### src/rtl/one_hot_scan_decoder_pkg.sv
// Shared definitions for the one-hot scan decoder: mode encodings and counter sizing.
package decoder_pkg;

  typedef enum logic [1:0] {
    MODE_DIRECT    = 2'b00,
    MODE_SCAN_UP   = 2'b01,
    MODE_SCAN_DOWN = 2'b10,
    MODE_HOLD      = 2'b11
  } mode_e;

  // Dwell counter width covers the full DWELL range of 1..255.
  localparam int unsigned DWELL_CNT_W = 8;

endpackage

### src/rtl/one_hot_scan_decoder_if.sv
// Control/status bundle between a controller and the one-hot scan decoder.
interface one_hot_scan_decoder_if
  import decoder_pkg::*;
#(
  parameter int unsigned SEL_W = 4
);

  localparam int unsigned OUT_W = 2 ** SEL_W;

  logic             en;
  mode_e            mode;
  logic [SEL_W-1:0] a;
  logic             load;
  logic [OUT_W-1:0] out;
  logic [SEL_W-1:0] idx;
  logic             wrap;

  modport master (
    output en, mode, a, load,
    input  out, idx, wrap
  );

  modport slave (
    input  en, mode, a, load,
    output out, idx, wrap
  );

endinterface

### src/rtl/scan_dwell_counter.sv
// Counts enabled scan cycles 0..DWELL-1; tick marks the cycle on which the index should step.
module scan_dwell_counter
  import decoder_pkg::*;
#(
  parameter int unsigned DWELL = 1
) (
  input  logic clk,
  input  logic rst_n,
  input  logic clear,
  input  logic advance,
  output logic tick
);

  localparam logic [DWELL_CNT_W-1:0] LAST = DWELL_CNT_W'(DWELL - 1);

  logic [DWELL_CNT_W-1:0] cnt_q, cnt_d;

  // Step request: an advancing cycle that lands on the last dwell count.
  always_comb begin
    tick = advance && (cnt_q == LAST);
  end

  // Clear wins over advance; the count rolls back to zero on each step.
  always_comb begin
    cnt_d = cnt_q;
    if (clear) begin
      cnt_d = '0;
    end else if (advance) begin
      cnt_d = (cnt_q == LAST) ? '0 : cnt_q + DWELL_CNT_W'(1);
    end
  end

  // Dwell count register.
  always_ff @(posedge clk or negedge rst_n) begin
    if (!rst_n) begin
      cnt_q <= '0;
    end else begin
      cnt_q <= cnt_d;
    end
  end

endmodule

### src/rtl/one_hot_scan_decoder.sv
// One-hot decoder with direct select, up/down scanning with per-step dwell, and hold.
module one_hot_scan_decoder
  import decoder_pkg::*;
#(
  parameter int unsigned SEL_W = 4,
  parameter int unsigned DWELL = 1
) (
  input  logic                    clk,
  input  logic                    rst_n,
  one_hot_scan_decoder_if.slave   bus
);

  localparam int unsigned OUT_W = 2 ** SEL_W;

  logic [SEL_W-1:0] idx_q, idx_d;
  logic [OUT_W-1:0] out_q, out_d;
  logic             wrap_q, wrap_d;

  logic direct_c, up_c, down_c, load_c, clear_c, advance_c, tick_c;

  // Qualify the mode with the global enable; load only counts in scan modes.
  always_comb begin
    direct_c  = bus.en && (bus.mode == MODE_DIRECT);
    up_c      = bus.en && (bus.mode == MODE_SCAN_UP);
    down_c    = bus.en && (bus.mode == MODE_SCAN_DOWN);
    load_c    = (up_c || down_c) && bus.load;
    clear_c   = direct_c || load_c;
    advance_c = (up_c || down_c) && !bus.load;
  end

  scan_dwell_counter #(
    .DWELL (DWELL)
  ) u_dwell (
    .clk     (clk),
    .rst_n   (rst_n),
    .clear   (clear_c),
    .advance (advance_c),
    .tick    (tick_c)
  );

  // Next index, wrap pulse and one-hot decode of the next index.
  always_comb begin
    idx_d  = idx_q;
    wrap_d = 1'b0;
    out_d  = '0;
    if (direct_c || load_c) begin
      idx_d = bus.a;
    end else if (tick_c && up_c) begin
      idx_d  = idx_q + SEL_W'(1);
      wrap_d = (idx_q == {SEL_W{1'b1}});
    end else if (tick_c && down_c) begin
      idx_d  = idx_q - SEL_W'(1);
      wrap_d = (idx_q == '0);
    end
    if (bus.en) begin
      out_d[idx_d] = 1'b1;
    end
  end

  // Output and index registers.
  always_ff @(posedge clk or negedge rst_n) begin
    if (!rst_n) begin
      idx_q  <= '0;
      out_q  <= '0;
      wrap_q <= 1'b0;
    end else begin
      idx_q  <= idx_d;
      out_q  <= out_d;
      wrap_q <= wrap_d;
    end
  end

  assign bus.out  = out_q;
  assign bus.idx  = idx_q;
  assign bus.wrap = wrap_q;

endmodule

### src/flat_wrapper.sv
// flat-port wrapper written by rule: the top's interface ports become plain ports
module one_hot_scan_decoder_flat import decoder_pkg::*;
#(
  parameter int unsigned SEL_W = 4,
  parameter int unsigned DWELL = 1
)
  (clk, rst_n, bus_en, bus_mode, bus_a, bus_load, bus_out, bus_idx, bus_wrap);
  one_hot_scan_decoder_if #(.SEL_W(SEL_W)) bus_i ();
  input  logic clk;
  input  logic rst_n;
  input wire logic [$bits(bus_i.en)-1:0] bus_en;
  input wire logic [$bits(bus_i.mode)-1:0] bus_mode;
  input wire logic [$bits(bus_i.a)-1:0] bus_a;
  input wire logic [$bits(bus_i.load)-1:0] bus_load;
  output wire logic [$bits(bus_i.out)-1:0] bus_out;
  output wire logic [$bits(bus_i.idx)-1:0] bus_idx;
  output wire logic [$bits(bus_i.wrap)-1:0] bus_wrap;
  assign bus_i.en = bus_en;
  assign bus_i.mode = bus_mode;
  assign bus_i.a = bus_a;
  assign bus_i.load = bus_load;
  assign bus_out = bus_i.out;
  assign bus_idx = bus_i.idx;
  assign bus_wrap = bus_i.wrap;
  one_hot_scan_decoder #(.SEL_W(SEL_W), .DWELL(DWELL)) u_core (.clk(clk), .rst_n(rst_n), .bus(bus_i));
endmodule
### config.mk
export PLATFORM = sky130hd
export DESIGN_NAME = one_hot_scan_decoder_flat
export DESIGN_NICKNAME = d
export VERILOG_FILES = /design/src/rtl/one_hot_scan_decoder_pkg.sv /design/src/rtl/one_hot_scan_decoder_if.sv /design/src/rtl/scan_dwell_counter.sv /design/src/rtl/one_hot_scan_decoder.sv /design/src/flat_wrapper.sv
export SDC_FILE = /design/constraint.sdc
export NUM_CORES = 1
export LEC_CHECK = 0
export ABC_AREA = 1
export BUFFER_PORTS_ARGS = -buffer_cell sky130_fd_sc_hd__buf_2
export CAP_MARGIN = 5
export CELL_PAD_IN_SITES_DETAIL_PLACEMENT = 1
export CELL_PAD_IN_SITES_GLOBAL_PLACEMENT = 2
export CORE_ASPECT_RATIO = 0.8
export CORE_MARGIN = 10
export CORE_UTILIZATION = 34
export CTS_CLUSTER_DIAMETER = 200
export DETAILED_ROUTE_END_ITERATION = 7
export PLACE_DENSITY_LB_ADDON = 0.1
export SETUP_SLACK_MARGIN = 0.2
export SYNTH_ARGS = -nofsm -noshare
export SYNTH_HDL_FRONTEND = slang
export SYNTH_HIERARCHICAL = 1
export SYNTH_SLANG_ARGS = --single-unit
### constraint.sdc
create_clock -name clk -period 4.7 [get_ports clk]
set_input_delay 0.94 -clock clk [delete_from_list [all_inputs] [get_ports clk]]
set_output_delay 0.94 -clock clk [all_outputs]
set_load 0.1 [all_outputs]
Yosys cells after proc, flatten, opt, wreduce, memory -nomap -nowiden:

Index checks and enable logic that the tools add are counted.

* register bits after elaboration: 29
* logic and storage cells: 40

* add/subtract/negate cells: 3
* magnitude comparators: 2
* equal/unequal tests: 3
* mux-type cells: 12
* reductions and logical operators: 16

Operator list (count)
* 8-bit two-way mux: 3
* 16-bit two-way mux: 1
* 4-bit two-way mux: 3
* 1-bit logical AND: 9
* 8-bit by 1-bit adder with 8-bit output (second input constant): 1
* 8-bit zero test: 1
* 4-bit by 5-bit less-than comparator with 1-bit output (second input constant): 1
* 4-bit by 1-bit adder with 4-bit output (second input constant): 1
* 1-bit demux with 4-bit select: 1
* 4-bit == test (second input constant): 1
* 4-bit by 1-bit >= comparator with 1-bit output (second input constant): 1
* 4-bit zero test: 1
* 1-bit two-way mux: 4
* 4-bit by 1-bit subtractor with 4-bit output (second input constant): 1
* 2-bit by 1-bit == test with 1-bit output (second input constant): 1
* 2-bit == test (second input constant): 1
* 2-bit zero test: 1
* 1-bit logical OR: 2
* 2-bit nonzero test: 1
* 1-bit zero test: 1

Longest topological paths before layout:

* depth in word-level cells: 14
* depth in mapped cells: 16
* gate-level depth less buffers: 15

Hierarchy:

The synthesis kept the hierarchy.

By module, submodules not included
* one_hot_scan_decoder: times used 1, cells each 135, area each 1103.6 um2
* scan_dwell_counter: times used 1, cells each 71, area each 525.5 um2

Least setup slack after synthesis:

OpenSTA, ideal clock, no wires.

* path type: input port to flip-flop
* from: input bus_en
* to: register u_core.out_q[8], in the netlist u_core/bus.out[8]
* setup time: 0.120 ns
* arrival time: 2.458 ns
* data required time: 4.580 ns
* path slack: 2.122 ns
* stages on the path: 15
* buffers on the path: 2
* cell sequence: buf_6 -> nand3_2 -> a21oi_1 -> nand2_2 -> inv_1 -> buf_2 -> inv_1 -> nor2_1 -> nand2_1 -> nand2_1 -> nand2_1 -> nand3_1 -> nand2_2 -> nand2_2 -> nor2_1

* word-level cells in the longest chain between the ends: 13
* elaborated cells between the ends (all ways): 19
* classes of those cells: 2 x order compare; 6 x mux; 11 x reduce/logical

Ends and longest elaborated chain
* start, declared: RTL line flat_wrapper.sv:11 `input wire logic [$bits(bus_i.en)-1:0] bus_en;`
* 1-bit logical AND, on equally long branches: RTL line one_hot_scan_decoder.sv:24, one_hot_scan_decoder.sv:25
* 1-bit logical OR (*): RTL line one_hot_scan_decoder.sv:28 `advance_c = (up_c || down_c) && !bus.load;`
* 1-bit logical AND (*): RTL line one_hot_scan_decoder.sv:28
* via u_core.advance_c: RTL line one_hot_scan_decoder.sv:19 `logic direct_c, up_c, down_c, load_c, clear_c, advance_c, tick_c;`
* 1-bit logical AND (*): RTL line scan_dwell_counter.sv:20 `tick = advance && (cnt_q == LAST);`
* via u_core.tick_c: RTL line one_hot_scan_decoder.sv:19
* 1-bit logical AND: RTL line one_hot_scan_decoder.sv:51 `end else if (tick_c && down_c) begin`
* 4-bit two-way mux: RTL line one_hot_scan_decoder.sv:51
* 4-bit two-way mux (*): RTL line one_hot_scan_decoder.sv:48 `end else if (tick_c && up_c) begin`
* 4-bit two-way mux (*): RTL line one_hot_scan_decoder.sv:46 `if (direct_c || load_c) begin`
* via u_core.idx_d[3]: RTL line one_hot_scan_decoder.sv:15 `logic [SEL_W-1:0] idx_q, idx_d;`
* 4-bit by 5-bit less-than comparator with 1-bit output (not written as such) / 4-bit by 1-bit >= comparator with 1-bit output (equally long branches): RTL line one_hot_scan_decoder.sv:56 `out_d[idx_d] = 1'b1;`
* 1-bit logical AND (not written as such): RTL line one_hot_scan_decoder.sv:56
* 1-bit two-way mux (not written as such): RTL line one_hot_scan_decoder.sv:56
* 1-bit demux with 4-bit select (*)
* 16-bit two-way mux (*): RTL line one_hot_scan_decoder.sv:55 `if (bus.en) begin`
* via u_core.out_d[8]: RTL line one_hot_scan_decoder.sv:16 `logic [OUT_W-1:0] out_q, out_d;`
* end signal, assigned: RTL line one_hot_scan_decoder.sv:68 `out_q <= out_d;`
* end, declared: RTL line one_hot_scan_decoder.sv:16

Mark *: on every way through the listed nets, which the timed path passes. The rest lies on a longest branch.
A chain may end at the register's enable or synchronous reset.

Worst setup path after layout:

* from: input bus_en
* to: register u_core.out_q[3], in the netlist u_core/bus.out[3]

* word-level cells in the longest chain between the ends: 13
* elaborated cells between the ends (all ways): 19
* classes of those cells: 2 x order compare; 6 x mux; 11 x reduce/logical

Ends and longest elaborated chain (RTL line)
* 1-bit logical AND, on equally long branches: one_hot_scan_decoder.sv:24, one_hot_scan_decoder.sv:25
* 1-bit logical OR (*): one_hot_scan_decoder.sv:28
* 1-bit logical AND (*): one_hot_scan_decoder.sv:28
* via u_core.advance_c: one_hot_scan_decoder.sv:19
* 1-bit logical AND (*): scan_dwell_counter.sv:20
* via u_core.tick_c: one_hot_scan_decoder.sv:19
* 1-bit logical AND: one_hot_scan_decoder.sv:51
* 4-bit two-way mux: one_hot_scan_decoder.sv:51
* 4-bit two-way mux (*): one_hot_scan_decoder.sv:48
* 4-bit two-way mux (*): one_hot_scan_decoder.sv:46
* 4-bit by 5-bit less-than comparator with 1-bit output (not written as such) / 4-bit by 1-bit >= comparator with 1-bit output (equally long branches): one_hot_scan_decoder.sv:56
* 1-bit logical AND (not written as such): one_hot_scan_decoder.sv:56
* 1-bit two-way mux (not written as such): one_hot_scan_decoder.sv:56
* 1-bit demux with 4-bit select (*)
* 16-bit two-way mux (*): one_hot_scan_decoder.sv:55
* via u_core.out_d[3]: one_hot_scan_decoder.sv:16

Marked as above.

==> results.sh <==
export IMPL_htreeDepth=2
export IMPL_grt_pass1_wl_um=7493
export IMPL_cpPeakStageDelay_ns=0.39
export IMPL_drt_iter0_markers=67
export IMPL_met1_usage_pct=14.80
export IMPL_cellPowerDensity_nw_per_um2=403.4
export IMPL_finalCritPeriodShare_pct=57.56
export IMPL_grt_busiest_layer="met2"
export IMPL_timing_hold_worst_class="reg -> reg"
export IMPL_path_cells="buf_2 -> nand3_2 -> a21oi_1 -> nand2_2 -> inv_1 -> inv_1 -> nor2_1 -> nand2_1 -> nand2_1 -> nand2_1 -> nand3_1 -> nand2_1 -> nand2_1 -> nor2_1"
export IMPL_relSlewSlack_pct=55.22
export IMPL_synthFlopType="dfrtp_1"
export IMPL_fin_setup_tns_ns=0
export IMPL_yosysSeqAreaShare_pct=44.55
export IMPL_route_detailed_drc=0
export IMPL_antenna_left=0
export IMPL_yosysTopAreaCellShare_pct=44.55
export IMPL_r2r_setup_slack_ns=2.51
export IMPL_grt_overflow=0
export IMPL_grt_util_met3_pct=3.607
export IMPL_r2r_cells=15
export IMPL_met2_usage_pct=18.21
export IMPL_yosys_warnings=6
export IMPL_cap_viol_max_count=0
export IMPL_end_kind="register"
export IMPL_finalHoldViolations=0
export IMPL_synth_cell_area_um2=1629
export IMPL_cts_tree="done"
export IMPL_postCtsHoldBufs=0
export IMPL_drt_wirelength_per_cell_um=14.47
export IMPL_vias=1428
export IMPL_hp_start="u_core/u_dwell/cnt_q[7]"
export IMPL_start_util_pct=35.44
export IMPL_cts_made_buffers=5
export IMPL_root_buffer="clkbuf_8"
export IMPL_die_w_um=97.39
export IMPL_clockBufferDepth=2
export IMPL_cts_resized=0
export IMPL_synth_seq_cells=29
export IMPL_cp_required_ns=4.86
export IMPL_finalSetupViolCount=0
export IMPL_r2r_end="u_core/bus.out[3]"
export IMPL_p_total_mw=0.7898
export IMPL_ys_top_cells_by_count="nand2_1 (60), dfrtp_1 (29), nor2_1 (25), nand3_1 (20), inv_1 (19)"
export IMPL_fin_ws_ns=1.995
export IMPL_dp_hpwl_um=3498
export IMPL_grt_max_degree=30
export IMPL_grt_pass1_vias=1506
export IMPL_die_h_um=81.91
export IMPL_worstSetupStartpointType="input port"
export IMPL_drv_slew=0
export IMPL_cts_sinks=29
export IMPL_min_to="u_core/u_dwell/cnt_q[7]"
export IMPL_post_cts_buffers=0
export IMPL_cp_top_family="simple AND/OR/NAND/NOR gates"
export IMPL_rr_startpoint="u_core/u_dwell/cnt_q[0]"
export IMPL_row_count=22
export IMPL_whs_ns=0.5421
export IMPL_synthArstFlopShare_pct=100.0
export IMPL_io_buffers=30
export IMPL_antenna_cells=0
export IMPL_rsz0062_at_grt="false"
export IMPL_antenna_found_initial=0
export IMPL_post_route_min_period_ns=2.705
export IMPL_synth_fp_nets=221
export IMPL_drive_above_1_share_pct=27.69
export IMPL_cp_num_buf_inv=3
export IMPL_core_um2=4597
export IMPL_path_class="in -> reg"
export IMPL_place_ws_ns=1.689
export IMPL_syn_mean_instance_area_um2=7.908
export IMPL_tightest_slew_ns=0.6717
export IMPL_skew_ns=0.008177
export IMPL_yosysMostFrequentCell="nand2_1"
export IMPL_syn_inst=206
export IMPL_syn2layout_area_growth_pct=20.20
export IMPL_clk_pin_slew_ns=0.07
export IMPL_grt_use_total_pct=11.60
export IMPL_gp_congestion=0.7795
export IMPL_cpMostUsedCell="nand2_1"
export IMPL_irDropWorstVdd_mv=0.1779
export IMPL_ios=31
export IMPL_synth_edf_count=0
export IMPL_hold_depth=2
export IMPL_cp_slowest_cell="a21oi_1"
export IMPL_firstDrtPassIters=4
export IMPL_dieArea_um2=7977
export IMPL_clk_latency_ns=0.28
export IMPL_nets=256
export IMPL_status="finished clean"
export IMPL_synth_top_area_cell="dfrtp_1"
export IMPL_synthDistinctLibCells=25
export IMPL_routed_wl_um=4371
export IMPL_p_leak_nw=1.060
export IMPL_ys_top_cells_by_area="dfrtp_1 (45%), nand2_1 (14%), nand3_1 (6.1%)"
export IMPL_arrival_ns=2.86
export IMPL_via_per_inst=4.728
export IMPL_crit_fanout=10
export IMPL_fmax_ghz=0.3696
-- through the flow --
| step | utilization (%) | cell area, µm² | cells |
|---|---|---|---|
| finish | 42.60 | 1958 | 302 |
| detailed placement | 39.98 | 1838 | 294 |
| global route | 42.60 | 1958 | 302 |
| CTS | 42.60 | 1958 | 302 |
| global placement | 39.98 | 1838 | 294 |
| floorplan | - | 1629 | 206 |
-- worst reg2reg max path, delay by kind of cell (launching register included) --
kind / cells / cell delay, ns
adders and majority gates: 1 / 0.17
buffers and inverters: 3 / 0.38
DFF: 1 / 0.39
and+or+nand+nor: 11 / 1.14
-- sequential cells by signal, summed over array words and instances, names as in the netlist --
name                  flops
u_core/bus.out           16
u_core/u_dwell/cnt_q      8
u_core/bus.idx            4
u_core/bus.wrap           1
-- where the power goes --
part           leakage [nW]  switching, mW  internal, mW
clock network        0.0574          0.102         0.172
logic                 0.605          0.192        0.0464
registers             0.397         0.0139         0.263
total                  1.06          0.308         0.482
-- cells by family after synthesis --
family,synth area share [%]
flip-flops,44.55
adder cells (fa/ha/maj),3.840
XOR/XNOR,1.613
buffers and inverters,6.067
AO/OA/AOI/OAI,2.688
AND/OR/NAND/NOR,41.24
-- placed cells by master (no fill, tap or decap), types with 2 or more instances in the layout --
cell,count
nand2_2,13
xor2_1,2
nor2_1,25
dfrtp_1,29
nand3_2,5
ha_1,5
nand3_1,20
or2_1,2
inv_1,19
nand4_1,5
nor2_4,3
inv_2,2
nand2_1,60
a21oi_1,2
buf_2,30
o21ai_1,2
clkbuf_8,6
nor2_2,3
-- worst max-delay path by stage --
stage / depth (start not counted) / from / endpoint / slack (ns)
2_1_floorplan: 15 / bus_en / u_core/bus.out[8] / 2.12
3_3_place_gp: 14 / bus_en / u_core/bus.out[1] / 1.80
3_5_place_dp: 14 / bus_en / u_core/bus.out[3] / 1.69
4_1_cts: 14 / bus_en / u_core/bus.out[3] / 1.99
5_1_grt: 14 / bus_en / u_core/bus.out[3] / 1.75
6_report: 14 / bus_en / u_core/bus.out[3] / 1.99
-- area by class of cell --
cell class | instances | area [µm²]
well taps | 60 | 75.07
repair buffers | 30 | 150.1
inverters | 22 | 82.58
clock buffers | 6 | 82.58
clock inverters | 2 | 37.54
flip-flops and latches | 29 | 725.7
multi-input cells | 153 | 804.5
fillers | 571 | 2639
-- per-layer routing --
| layer | routed length [µm] | vias to the layer above |
|---|---|---|
| met1 | 2235 | 694 |
| met5 | 0 | - |
| met2 | 1887 | 21 |
| met4 | 24 | 0 |
| met3 | 223 | 2 |
| li1 | - | 711 |
Power figures use the tool's default switching activity.
